[src/rtl/fetch_pkg.sv]
// Shared constants and the buffered fetch entry type for the instruction-fetch stage.
package fetch_pkg;

   localparam logic [31:0] NOP_INSTR_DEFAULT = 32'h0000_0013;
   localparam logic [31:0] RESET_PC_DEFAULT  = 32'h0000_0000;

   typedef struct packed {
      logic [31:0] pc;
      logic [31:0] instr;
   } fetch_entry_t;

endpackage

[src/rtl/fetch_fifo.sv]
// Synchronous FIFO with flush; head data is presented combinationally from the read pointer.
module fetch_fifo #(
   parameter int DEPTH = 4,
   parameter int WIDTH = 32
) (
   input  logic                   clk,
   input  logic                   reset,
   input  logic                   push,
   input  logic                   pop,
   input  logic                   flush,
   input  logic [WIDTH-1:0]       wdata,
   output logic [WIDTH-1:0]       head,
   output logic                   full,
   output logic                   empty,
   output logic [$clog2(DEPTH):0] count
);

   localparam int AW = $clog2(DEPTH);

   logic [WIDTH-1:0] store [DEPTH];
   logic [AW-1:0]    rd_ptr;
   logic [AW-1:0]    wr_ptr;
   logic             do_push;
   logic             do_pop;

   assign full    = (count == (AW+1)'(DEPTH));
   assign empty   = (count == '0);
   assign do_push = push & ~full;
   assign do_pop  = pop & ~empty;
   assign head    = store[rd_ptr];

   // Pointers wrap naturally because DEPTH is a power of two.
   always_ff @(posedge clk) begin
      if (reset || flush) begin
         rd_ptr <= '0;
         wr_ptr <= '0;
         count  <= '0;
      end else begin
         if (do_push) wr_ptr <= wr_ptr + AW'(1);
         if (do_pop)  rd_ptr <= rd_ptr + AW'(1);
         count <= count + (AW+1)'(do_push) - (AW+1)'(do_pop);
      end
   end

   always_ff @(posedge clk) begin
      if (do_push && !reset && !flush) store[wr_ptr] <= wdata;
   end

endmodule

[src/rtl/fetch_unit.sv]
// Instruction fetch: owns the PC, issues in-order memory requests under a credit limit,
// buffers {pc, instr} pairs for IF/ID and drops wrong-path responses after a redirect.
module fetch_unit
   import fetch_pkg::*;
#(
   parameter int          DEPTH     = 4,
   parameter logic [31:0] RESET_PC  = RESET_PC_DEFAULT,
   parameter logic [31:0] NOP_INSTR = NOP_INSTR_DEFAULT
) (
   input  logic        clk,
   input  logic        reset,
   input  logic        id_write,
   input  logic        branch_taken,
   input  logic [31:0] branch_target,
   output logic        imem_req,
   output logic [31:0] imem_addr,
   input  logic        imem_ready,
   input  logic        imem_rvalid,
   input  logic [31:0] imem_rdata,
   output logic [31:0] if_pc,
   output logic [31:0] if_instruction,
   output logic        if_valid
);

   localparam int          CW           = $clog2(DEPTH) + 1;
   localparam logic [CW:0] CREDIT_LIMIT = (CW+1)'(DEPTH);

   logic [31:0]   fetch_pc;
   logic [CW-1:0] outstanding;
   logic [CW-1:0] drop_cnt;
   logic [CW-1:0] buf_count;
   logic [CW-1:0] pcq_count;
   logic          buf_full;
   logic          buf_empty;
   logic          pcq_full;
   logic          pcq_empty;
   logic [31:0]   pcq_head;
   fetch_entry_t  buf_head;
   fetch_entry_t  buf_wdata;
   logic          issue;
   logic          resp_drop;
   logic          buf_push;
   logic          buf_pop;

   // Outstanding counts every request still in flight, including those marked for dropping,
   // so the in-flight queue and the buffer can never overflow.
   assign imem_req  = !reset && !branch_taken &&
                      (({1'b0, outstanding} + {1'b0, buf_count}) < CREDIT_LIMIT);
   assign imem_addr = fetch_pc;
   assign issue     = imem_req & imem_ready;
   assign resp_drop = imem_rvalid & ((drop_cnt != '0) | branch_taken);
   assign buf_push  = imem_rvalid & ~resp_drop;
   assign buf_pop   = ~buf_empty & id_write & ~branch_taken;
   assign buf_wdata = '{pc: pcq_head, instr: imem_rdata};

   fetch_fifo #(.DEPTH(DEPTH), .WIDTH($bits(fetch_entry_t))) u_fetch_buf (
      .clk   (clk),
      .reset (reset),
      .push  (buf_push),
      .pop   (buf_pop),
      .flush (branch_taken),
      .wdata (buf_wdata),
      .head  (buf_head),
      .full  (buf_full),
      .empty (buf_empty),
      .count (buf_count)
   );

   fetch_fifo #(.DEPTH(DEPTH), .WIDTH(32)) u_pc_queue (
      .clk   (clk),
      .reset (reset),
      .push  (issue),
      .pop   (imem_rvalid),
      .flush (1'b0),
      .wdata (fetch_pc),
      .head  (pcq_head),
      .full  (pcq_full),
      .empty (pcq_empty),
      .count (pcq_count)
   );

   always_ff @(posedge clk) begin
      if (reset) begin
         fetch_pc    <= RESET_PC;
         outstanding <= '0;
         drop_cnt    <= '0;
      end else begin
         if (branch_taken)
            fetch_pc <= branch_target & ~32'h3;
         else if (issue)
            fetch_pc <= fetch_pc + 32'd4;
         outstanding <= outstanding + CW'(issue) - CW'(imem_rvalid);
         if (branch_taken)
            drop_cnt <= outstanding - CW'(imem_rvalid);
         else if (imem_rvalid && drop_cnt != '0)
            drop_cnt <= drop_cnt - CW'(1);
      end
   end

   assign if_valid       = ~buf_empty;
   assign if_pc          = buf_empty ? 32'd0 : buf_head.pc;
   assign if_instruction = buf_empty ? NOP_INSTR : buf_head.instr;

   a_rsp_has_req: assert property (@(posedge clk) disable iff (reset)
      imem_rvalid |-> !pcq_empty);
   a_credit_track: assert property (@(posedge clk) disable iff (reset)
      outstanding == pcq_count);
   a_no_overflow: assert property (@(posedge clk) disable iff (reset)
      !(buf_push && buf_full) && !(issue && pcq_full));

endmodule
[config.mk]
export PLATFORM = sky130hd
export DESIGN_NAME = fetch_unit
export DESIGN_NICKNAME = d
export VERILOG_FILES = /design/src/rtl/fetch_pkg.sv /design/src/rtl/fetch_fifo.sv /design/src/rtl/fetch_unit.sv
export SDC_FILE = /design/constraint.sdc
export NUM_CORES = 1
export LEC_CHECK = 0
export BUFFER_PORTS_ARGS = -buffer_cell sky130_fd_sc_hd__clkbuf_2
export CAP_MARGIN = 30
export CORE_MARGIN = 2
export CORE_UTILIZATION = 30
export CTS_BUF_LIST = sky130_fd_sc_hd__clkbuf_8
export DETAILED_ROUTE_END_ITERATION = 6
export PLACE_DENSITY_LB_ADDON = 0.2
export SLEW_MARGIN = 0
export SYNTH_ARGS = -nofsm -noshare
export SYNTH_HDL_FRONTEND = slang
export SYNTH_SLANG_ARGS = --single-unit
[constraint.sdc]
create_clock -name clk -period 4 [get_ports clk]
set_input_delay 0.6 -clock clk [delete_from_list [all_inputs] [get_ports clk]]
set_output_delay 0.6 -clock clk [all_outputs]
set_load 0.01 [all_outputs]
==> flow_summary.yaml <==
worst_setup_path:
  end_kind: "primary output"
  cp.required_ns: 3.40
  crit_arrival_ns: 2.58
  crit_fanout: 24
  path_class: "register to primary output"
  critPathLaunchType: "register"
cells_and_area:
  layout.cells.non_filler: 1952
  final_area_mm2: 0.0201
  nets: 1239
  seq_area_mm2: 0.0121
  drive_gt1_share_pct: 32.7
  syn_to_final_growth_pct: 19.7
  n_fill_cell: 5231
  multi_input_area_mm2: 0.00436
synth:
  seq_area_frac_synth_pct: 72.4
  netlist_area_mm2: 0.0168
  synth_warnings: 0
  synth-edff-count: 368
  dominantRegCellSynth: "edfxtp_1"
  syn_inst: 924
  synth-seq-cells: 422
  syn_area_per_cell_um2: 18.1
  synth-async-reset-ratio_pct: 0
  ys_types: 54
power_and_ir_drop:
  max-vdd-ir-drop_mv: 0.212
  power.density_mw_per_mm2: 492
  p_leak_nw: 6.77
detailed_routing:
  wl_met3_um: 2060
  top_layer_used: "met4"
  wl_met2_um: 18900
  drt_iter0_markers: 420
  vias: 9050
  drt_pass1_iterations: 5
  drc: 0
  avgRoutedWirePerCell_um: 19.9
  routed_wl_um: 38900
  m1WireLength_um: 17200
  antenna_left: 0
  vias_per_cell: 4.64
sta:
  tightest_slew_ns: 0.938
  layout_setup_ws_ns: 0.819
  relSlewSlack_pct: 37.2
  clock_skew_ns: 0.0244
  slew_violations: 0
  hold_violations: 0
  fin_crit_sh_pct: 79.5
  rsz0062_at_grt: "no"
  fmax_mhz: 314
  finalSetupViolCount: 0
  fin_tns_setup_ns: 0
  period_needed_ns: 3.18
floorplanning:
  num_rows: 86
  die-area_mm2: 0.0578
  initial_core_util_pct: 30.4
  die_w_um: 240
  num_io_pins: 168
  core_area_mm2: 0.0552
  die_h_um: 240
clocking:
  path_clk_slew_ns: 0.05
  cts_tree: "yes"
  cts_hold_buf: 0
  postCtsSetupRepairBufs: 0
  clkSinkCount: 422
  root_buffer: "clkbuf_8"
  cts.htree.levels: 3
  clockBufferDepth: 3
  numCtsBuffers: 76
  cts_resized: 0
  clk_latency_ns: 0.62
grt:
  grt_max_degree: 64
  grt_usage_pct: 13.6
  antenna_found_initial: 0
  grt.overflow.total: 0
  grt_pass1_vias: 9484
  grt_pass1_wl_um: 58400
placement:
  dp_slack_ns: 0.960
  place_area_mm2: 0.0187
  dp_hpwl_um: 23700
  gp_congestion: 0.738
  dpl.cell_count: 1815
  port_buffers: 161
min_path:
  hold_class: "input port to register"
flow_run:
  drv_cap: 0
run_status:
  status: "finished, final reports clean"
per-stage QoR:
stage | power, W | utilization (%) | hold WS (ns)
detailed placement | 0.00624 | 33.8 | 0.517
global route | 0.0104 | 36.3 | 0.157
CTS | 0.0101 | 36.3 | 0.121
global placement | 0.00622 | 33.8 | 0.501
floorplan | 0.00586 | - | 0.485
finish | 0.00987 | 36.3 | 0.201
worst max-delay path, cell delays in order (launching register included):
cell      delay [ns]
dfxtp_4         0.73
buf_12          0.29
mux4_2          0.51
or2_2           0.28
clkbuf_2        0.13
flip-flops by register name, indices dropped and copies added (netlist names), named ones only:
register and cells:
drop_cnt 3, imem_addr 30, outstanding 3, u_fetch_buf.count 3
u_fetch_buf.rd_ptr 2, u_fetch_buf.store 248, u_fetch_buf.wr_ptr 2, u_pc_queue.count 3
u_pc_queue.rd_ptr 2, u_pc_queue.store 120, u_pc_queue.wr_ptr 2
placed cells by master, fill, tap and decap left out, types with 7 or more instances in the layout:
cell type / instances
mux2i_1: 7
dfxtp_1: 50
nand3_1: 10
mux4_2: 92
nor3_1: 10
and3_1: 9
clkinv_1: 17
a22oi_1: 8
buf_4: 18
and2_1: 10
nand4_1: 8
inv_1: 54
o21ai_0: 12
nor2b_1: 62
buf_12: 9
nor2_1: 43
a21oi_1: 27
clkbuf_2: 161
clkbuf_8: 79
edfxtp_1: 368
ha_1: 21
a31oi_1: 13
nand2_1: 18
xnor2_1: 13
cell type report:
type                            count  area share [%]
Inverter                           26           0.486
Sequential cell                   422            60.5
Timing Repair Buffer              188            5.59
Clock buffer                       79            5.42
Antenna cell                        1          0.0125
Tap cell                          748            4.67
Clock inverter                     57            1.59
Multi-Input combinational cell    431            21.7
layer usage:
metal	global-route usage [%]	vias up
met1	17.7	4649
li1	-	4105
met2	22.4	245
met3	3.21	51
met4	4.72	0
met5	0	-
cells by family after synthesis:
kind of cell	after synthesis	synth area share, %
DFF	422	72.4
and+or+nand+nor	201	6.75
muxes	100	12.8
AOI/OAI and AO/OA	84	3.35
buffers and inverters	74	1.80
adders and majority gates	24	1.93
xor gates and xnor gates	18	0.940
other	1	0.0224
power by group:
part,leakage (nW),switching [W],internal [W],total (W)
Clock,0.808,0.00173,0.00202,0.00375
Sequential,3.78,0.000182,0.00502,0.00520
Combinational,2.18,0.000488,0.000433,0.000920
worst paths after layout:
check / startpoint / end / slack [ns] / depth (start not counted)
hold / removal: imem_rdata[24] / u_fetch_buf.store[1][24]$_DFFE_PP_ / 0.20 / 1
hold reg to reg: u_pc_queue.rd_ptr[1]$_SDFFE_PP0P_ / register / 0.53 / 2
setup reg to reg: u_fetch_buf.count[2]$_SDFF_PP0_ / u_pc_queue.store[1][23]$_DFFE_PP_ / 1.00 / 7
setup / recovery: register / if_instruction[0] / 0.82 / 4
cell usage after synthesis, types with 5 or more instances:
cell / count / area, um^2
a31oi_1: 13 / 81.3
a21oi_1: 27 / 135
xnor2_1: 13 / 114
mux2i_1: 7 / 70.1
buf_1: 8 / 30.0
nand2_1: 18 / 67.6
buf_2: 7 / 35.0
inv_1: 24 / 90.1
a211oi_1: 5 / 37.5
nor3_1: 11 / 55.1
nor2b_1: 62 / 388
clkbuf_1: 29 / 109
and2_1: 10 / 62.6
nand3_1: 10 / 50.1
edfxtp_1: 368 / 11100
nor2_1: 43 / 161
and4_1: 5 / 43.8
a22oi_1: 8 / 60.1
xor2_1: 5 / 43.8
and3_1: 13 / 81.3
mux4_2: 92 / 2070
ha_1: 21 / 263
dfxtp_1: 54 / 1080
nor4_1: 5 / 31.3
o21ai_0: 12 / 60.1
nand4_1: 8 / 50.1
No activity file was read; power rests on OpenSTA's default activity.
